File: config.mk
export PLATFORM = sky130hd
export DESIGN_NAME = ps2_host_tx
export DESIGN_NICKNAME = d
export VERILOG_FILES = /design/src/rtl/ps2_pkg.sv /design/src/rtl/ps2_sync_edge.sv /design/src/rtl/ps2_host_tx.sv
export SDC_FILE = /design/constraint.sdc
export NUM_CORES = 1
export LEC_CHECK = 0
export ABC_CLOCK_PERIOD_IN_PS = 5000
export BUFFER_PORTS_ARGS = -buffer_cell sky130_fd_sc_hd__buf_2
export CORE_ASPECT_RATIO = 0.5
export CORE_MARGIN = 4
export CORE_UTILIZATION = 62
export DETAILED_ROUTE_END_ITERATION = 10
export PLACE_DENSITY = 0.94
export SYNTH_ARGS = -nofsm -noshare
export SYNTH_HDL_FRONTEND = slang
export SYNTH_SLANG_ARGS = --single-unit
File: constraint.sdc
create_clock -name clk25 -period 5 [get_ports clk25]
set_input_delay 0.5 -clock clk25 [delete_from_list [all_inputs] [get_ports clk25]]
set_output_delay 0.5 -clock clk25 [all_outputs]
set_load 0.05 [all_outputs]
File: src/rtl/ps2_pkg.sv
// Shared PS/2 definitions for the host transmitter and the ps2keyboard receiver:
// FSM states, keyboard command bytes and frame construction.
package ps2_pkg;

  typedef enum logic [2:0] {
    IDLE,
    INHIBIT,
    SHIFT,
    ACK,
    WAIT_IDLE
  } ps2_state_t;

  localparam logic [7:0] PS2_CMD_LED    = 8'hED;
  localparam logic [7:0] PS2_CMD_RESET  = 8'hFF;
  localparam logic [7:0] PS2_CMD_RESEND = 8'hFE;

  localparam int PS2_FRAME_LEN = 11;

  // Frame in transmit order from bit 0: start(0), d0..d7, odd parity, stop(1).
  function automatic logic [PS2_FRAME_LEN-1:0] ps2_frame(input logic [7:0] b);
    return {1'b1, ~^b, b, 1'b0};
  endfunction

endpackage

File: src/rtl/ps2_sync_edge.sv
// Two-flop synchronizer for a raw PS/2 pin plus a registered falling-edge flag.
// Pin-to-fe latency is three clk25 cycles; reusable by the receiver.
module ps2_sync_edge (
  input  logic clk25,
  input  logic rst,
  input  logic din,
  output logic level,
  output logic fe
);

  logic s_p0, s_p1, s_p2;

  // Lines idle high, so reset to 1 to avoid a spurious edge after reset.
  always_ff @(posedge clk25) begin
    if (rst) begin
      s_p0 <= 1'b1;
      s_p1 <= 1'b1;
      s_p2 <= 1'b1;
      fe   <= 1'b0;
    end else begin
      s_p0 <= din;
      s_p1 <= s_p0;
      s_p2 <= s_p1;
      fe   <= s_p2 & ~s_p1;
    end
  end

  assign level = s_p1;

endmodule

File: src/rtl/ps2_host_tx.sv
// Host-to-device PS/2 command transmitter (LED set, reset, resend) with ACK check.
// Define PS2_TX_RETRY_EN to retry a NACKed or timed-out transfer up to twice.
module ps2_host_tx
  import ps2_pkg::*;
#(
  parameter int CLK_HZ     = 25000000,
  parameter int INHIBIT_US = 100,
  parameter int TIMEOUT_US = 15000
) (
  input  logic       clk25,
  input  logic       rst,
  input  logic       ps2_clk_in,
  input  logic       ps2_din_in,
  output logic       ps2_clk_oe,
  output logic       ps2_dat_oe,
  input  logic [7:0] tx_data,
  input  logic       tx_valid,
  output logic       tx_ready,
  output logic       busy,
  output logic       done,
  output logic       ack_ok,
  output logic       error
);

  localparam int INH_CYC = CLK_HZ / 1000000 * INHIBIT_US;
  localparam int TO_CYC  = CLK_HZ / 1000000 * TIMEOUT_US;
  localparam int CNT_W   = $clog2(TO_CYC + 1);

  localparam logic [CNT_W-1:0] INH_LAST = CNT_W'(INH_CYC - 1);
  localparam logic [CNT_W-1:0] INH_END  = CNT_W'(INH_CYC);
  // error is registered, so the terminal count sits two below TO_CYC to land
  // the pulse exactly TO_CYC cycles after the last falling edge.
  localparam logic [CNT_W-1:0] TO_LAST  = CNT_W'(TO_CYC - 2);

  ps2_state_t               state;
  logic [CNT_W-1:0]         cnt;
  logic [3:0]               bitcnt;
  logic [PS2_FRAME_LEN-1:0] sr;
  logic                     ack_ok_r;
  logic                     clk_lvl, clk_fe, dat_lvl, dat_fe_unused;
  logic                     accept, shift_en, watch, fin, to_hit, retry_go;

  ps2_sync_edge u_clk_sync (
    .clk25 (clk25),
    .rst   (rst),
    .din   (ps2_clk_in),
    .level (clk_lvl),
    .fe    (clk_fe)
  );

  ps2_sync_edge u_dat_sync (
    .clk25 (clk25),
    .rst   (rst),
    .din   (ps2_din_in),
    .level (dat_lvl),
    .fe    (dat_fe_unused)
  );

  assign accept   = (state == IDLE) && tx_valid;
  assign shift_en = (state == SHIFT) && clk_fe;
  assign watch    = (state == SHIFT) || (state == ACK) || (state == WAIT_IDLE);
  assign fin      = (state == WAIT_IDLE) && clk_lvl && dat_lvl;
  assign to_hit   = watch && !clk_fe && (cnt == TO_LAST) && !fin;
  assign tx_ready = (state == IDLE);
  assign busy     = (state != IDLE);

`ifdef PS2_TX_RETRY_EN
  logic [1:0] retry;
  logic [7:0] tx_byte;

  assign retry_go = (to_hit || (fin && !ack_ok_r)) && (retry != 2'd2);

  always_ff @(posedge clk25) begin
    if (accept) tx_byte <= tx_data;
  end
`else
  assign retry_go = 1'b0;
`endif

  // Frame shift register: bit 0 is the bit currently on the data line.
  always_ff @(posedge clk25) begin
    if (accept) sr <= ps2_frame(tx_data);
`ifdef PS2_TX_RETRY_EN
    else if (retry_go) sr <= ps2_frame(tx_byte);
`endif
    else if (shift_en) sr <= {1'b1, sr[PS2_FRAME_LEN-1:1]};
  end

  always_ff @(posedge clk25) begin
    if (rst) begin
      state      <= IDLE;
      ps2_clk_oe <= 1'b0;
      ps2_dat_oe <= 1'b0;
      done       <= 1'b0;
      ack_ok     <= 1'b0;
      error      <= 1'b0;
      ack_ok_r   <= 1'b0;
      cnt        <= '0;
      bitcnt     <= '0;
`ifdef PS2_TX_RETRY_EN
      retry      <= '0;
`endif
    end else begin
      done   <= 1'b0;
      ack_ok <= 1'b0;
      error  <= 1'b0;
      if (fin || to_hit) begin
        if (retry_go) begin
          state      <= INHIBIT;
          ps2_clk_oe <= 1'b1;
          ps2_dat_oe <= 1'b0;
          cnt        <= '0;
`ifdef PS2_TX_RETRY_EN
          retry      <= retry + 2'd1;
`endif
        end else begin
          state      <= IDLE;
          ps2_clk_oe <= 1'b0;
          ps2_dat_oe <= 1'b0;
          done       <= fin;
          ack_ok     <= fin && ack_ok_r;
          error      <= !fin;
        end
      end else begin
        case (state)
          IDLE: begin
            ps2_clk_oe <= 1'b0;
            ps2_dat_oe <= 1'b0;
            if (tx_valid) begin
              ps2_clk_oe <= 1'b1;
              cnt        <= '0;
              state      <= INHIBIT;
`ifdef PS2_TX_RETRY_EN
              retry      <= '0;
`endif
            end
          end
          INHIBIT: begin
            // Start bit goes low one cycle before the clock is released.
            if (cnt == INH_LAST) begin
              ps2_dat_oe <= ~sr[0];
              cnt        <= cnt + CNT_W'(1);
            end else if (cnt == INH_END) begin
              ps2_clk_oe <= 1'b0;
              cnt        <= '0;
              bitcnt     <= '0;
              state      <= SHIFT;
            end else begin
              cnt <= cnt + CNT_W'(1);
            end
          end
          SHIFT: begin
            if (clk_fe) begin
              cnt        <= '0;
              ps2_dat_oe <= ~sr[1];
              bitcnt     <= bitcnt + 4'd1;
              if (bitcnt == 4'd9) state <= ACK;
            end else begin
              cnt <= cnt + CNT_W'(1);
            end
          end
          ACK: begin
            if (clk_fe) begin
              cnt      <= '0;
              ack_ok_r <= ~dat_lvl;
              state    <= WAIT_IDLE;
            end else begin
              cnt <= cnt + CNT_W'(1);
            end
          end
          WAIT_IDLE: begin
            if (clk_fe) cnt <= '0;
            else        cnt <= cnt + CNT_W'(1);
          end
          default: state <= IDLE;
        endcase
      end
    end
  end

endmodule

==> summary.txt <==
Worst hold path
  – Hold path start: ps2_clk_in
  – Hold Path Stages: 2
  – Hold Path Class: in -> reg
  – Min-Delay Endpoint: u_clk_sync.s_p0

Route
  – DRT iter0 DRCs: 166
  – Pre-antenna DRT Iters: 5
  – Via density: 6.180
  – WL final: 5230 um
  – Wirelength per Cell: 15.99 um
  – Vias: 2021
  – DRC Markers: 0
  – ANT nets after route: 0

Layout
  – Fillers: 243
  – Utilization after layout: 73.64%
  – # diodes: 0
  – P&R area growth vs syn: 8.169%
  – FF+latch area: 1051 um2
  – Final-stage net count: 293
  – Layout cells sized above 1: 15.94%
  – Multi-input logic area: 1284 um2

Worst setup path
  – CP Buf/Inv Count: 0
  – R2r setup slk: 2.65 ns
  – Stages on the worst setup path: 5
  – CP Data Required Time: 5.17 ns
  – RR Startpoint: cnt[13]
  – WP data arrival: 2.52 ns
  – Reg-to-reg endpoint: cnt[14]
  – Worst path slowest cell: o31ai_4
  – Max stage delay on crit path: 0.61 ns
  – Crit. End Element: flop
  – CP delay by family, top: simple AND/OR/NAND/NOR gates
  – CP Launch Type: flop
  – Critical path peak fanout: 17
  – Reg2Reg Depth: 5
  – CP Class: reg -> reg
  – Crit path cell chain: or4_4 > nor4b_4 > a21oi_2 > o31ai_4 > nor2_1

Timing
  – Hold Fails Final Rpt: 0
  – Max_slew headroom: 53.00%
  – RSZ-0062 raised after global routing: false
  – Fmax: 0.4250 GHz
  – Crit path time final: 2.353 ns
  – Worst Max-Slew Pin Slew: 0.7050 ns
  – WHS: 0.3755 ns
  – Final setup fails: 0
  – Count of pins over their slew limit: 0
  – Setup TNS: 0 ns
  – Period utilization: 47.06%
  – Final WS setup: 2.647 ns
  – Clock skew: 0.009501 ns

Power and ir drop
  – P_sw: 280.8 uW
  – Max IR drop VDD: 0.1702 mV
  – Final total power: 931.5 uW
  – Pint: 650.8 uW
  – Comb power frac: 20.0%
  – LEAKAGE: 0.9183 nW
  – Power density cells: 349.2 nW/um2
  – Sw Ratio: 30.14%
  – Clk network pwr share: 31.8%
  – Seq pwr share: 48.2%

Clock tree
  – CTS tree: yes
  – Max Root-Sink Buffers: 2
  – Clk sinks: 48
  – Num CTS Buffers: 5
  – H-Tree Depth: 2
  – CTS Hold Bufs: 0
  – Post-CTS setup buffer count: 0
  – Reg clk slew, reported paths: 0.09 ns
  – CTS root buffer: clkbuf_8
  – Worst-skew pair later-pin latency: 0.31 ns
  – Post-CTS sizing: 0

Yosys
  – Dominant cells by area after synthesis: dfxtp_1 32%, edfxtp_1 11%, xnor2_1 5.0%, a21oi_1 3.9%, a22o_1 2.8%
  – Synth top area share: 31.66%
  – Yosys reg bits: 48
  – Cells after Synth: 265
  – Mapped Avg Cell Area: 9.306 um2
  – Synth cell count leaders: 39 x dfxtp_1, 19 x a21oi_1, 17 x nand2_1, 17 x nor2_1
  – Sequential cell area fraction in the yosys report: 42.62%
  – Area leader, netlist: dfxtp_1
  – Synthesized area: 2466 um2
  – Synth warnings: 0
  – Netlist cell types: 56
  – Top-count cell post-synth: dfxtp_1
  – Prevailing post-synth register cell: dfxtp_1
  – Post-Syn Nets: 283
  – Number of enable flip-flop cells after synthesis: 9
  – Ys async rst share: 0%

Die
  – Die Area: 5112 um2
  – Starting density of the core: 68.08%
  – I/O pins: 20
  – Rows: 15
  – Core Region: 3622 um2
  – Die W: 97.19 um
  – Die outline height: 52.60 um

Global route
  – Grt ovf: 0
  – First-pass GRT wire length: 8845 um
  – Vias in the first global route: 1945
  – Pin count of the biggest net entering global routing: 19
  – Global Route Usage Sum: 21.85%
  – Initial antenna violation count: 0

Run status
  – Outcome: finished, final reports clean

Job
  – Max Cap Viol: 0

Place
  – Input/output buffers: 19
  – Place WS: 2.674 ns
  – Placer Congestion: 0.8476
  – Dpl hpwl: 3664 um
registers in the layout (all words and copies together) (netlist names), 3 cells and up:
| name | cells |
|---|---|
| state | 3 |
| cnt | 19 |
| bitcnt | 4 |
| sr | 10 |
layer usage:
| layer | wire (um) | GRT usage [%] |
|---|---|---|
| met5 | 0 | 0 |
| met4 | 89 | 9.557 |
| met3 | 231 | 5.312 |
| met2 | 2614 | 39.73 |
| met1 | 2294 | 25.16 |
power by group through the flow:
stage / clock network [mW] / logic, mW / registers, mW
after CTS: 0.298 / 0.187 / 0.448
after global placement: 0 / 0.178 / 0.456
after detailed placement: 0 / 0.184 / 0.457
after floorplan: 0 / 0.154 / 0.453
final: 0.296 / 0.187 / 0.449
after global routing: 0.314 / 0.202 / 0.453
worst reg2reg max path, delay by kind of cell, from the launching register on:
family / cells / cell delay, ns
AOI/OAI and AO/OA: 2 / 0.78
DFF: 1 / 0.37
and+or+nand+nor: 3 / 1.06
worst max-delay path by stage:
stage | slack [ns] | endpoint | startpoint
6_report | 2.65 | cnt[14] | cnt[13]
5_1_grt | 2.45 | cnt[4] | cnt[7]
4_1_cts | 2.65 | cnt[4] | cnt[13]
3_5_place_dp | 2.67 | cnt[4] | cnt[13]
3_3_place_gp | 2.77 | cnt[12] | cnt[13]
2_1_floorplan | 2.74 | ps2_clk_oe | state[2]
area by class of cell:
class | instances | area share (%)
clock buffers | 6 | 3.096
clock inverters | 2 | 1.454
inverters | 14 | 1.970
multi-input cells | 187 | 48.12
flip-flops and latches | 48 | 39.40
well taps | 51 | 2.392
repair buffers | 19 | 3.565
logic make-up after synthesis:
logic type	synth area share, %
muxes	0.4059
xor gates and xnor gates	5.327
DFF	42.62
and+or+nand+nor	23.80
buffers and inverters	5.327
AOI/OAI and AO/OA	19.99
adders and majority gates	2.537
through the flow:
step	area [um2]	instances
2_1_floorplan	2466	265
3_3_place_gp	2546	319
3_5_place_dp	2546	319
4_1_cts	2668	327
5_1_grt	2668	327
6_report	2668	327
layout by cell type (no fill, tap or decap), types with 3 or more instances in the layout:
cell type	count
dfxtp_1	39
a21oi_1	19
buf_2	19
nor2_1	17
nand2_1	17
inv_1	14
xnor2_1	14
nand3_1	12
edfxtp_1	9
a22o_1	8
nor3_1	7
o31ai_1	6
or4_1	6
clkbuf_8	6
or3_1	5
o21ai_0	5
or2_2	5
ha_1	5
nand4_1	4
a211oi_1	4
nand2b_1	3
and2_1	3
nor4_1	3
Note: power is estimated with default switching activity, not from simulation.
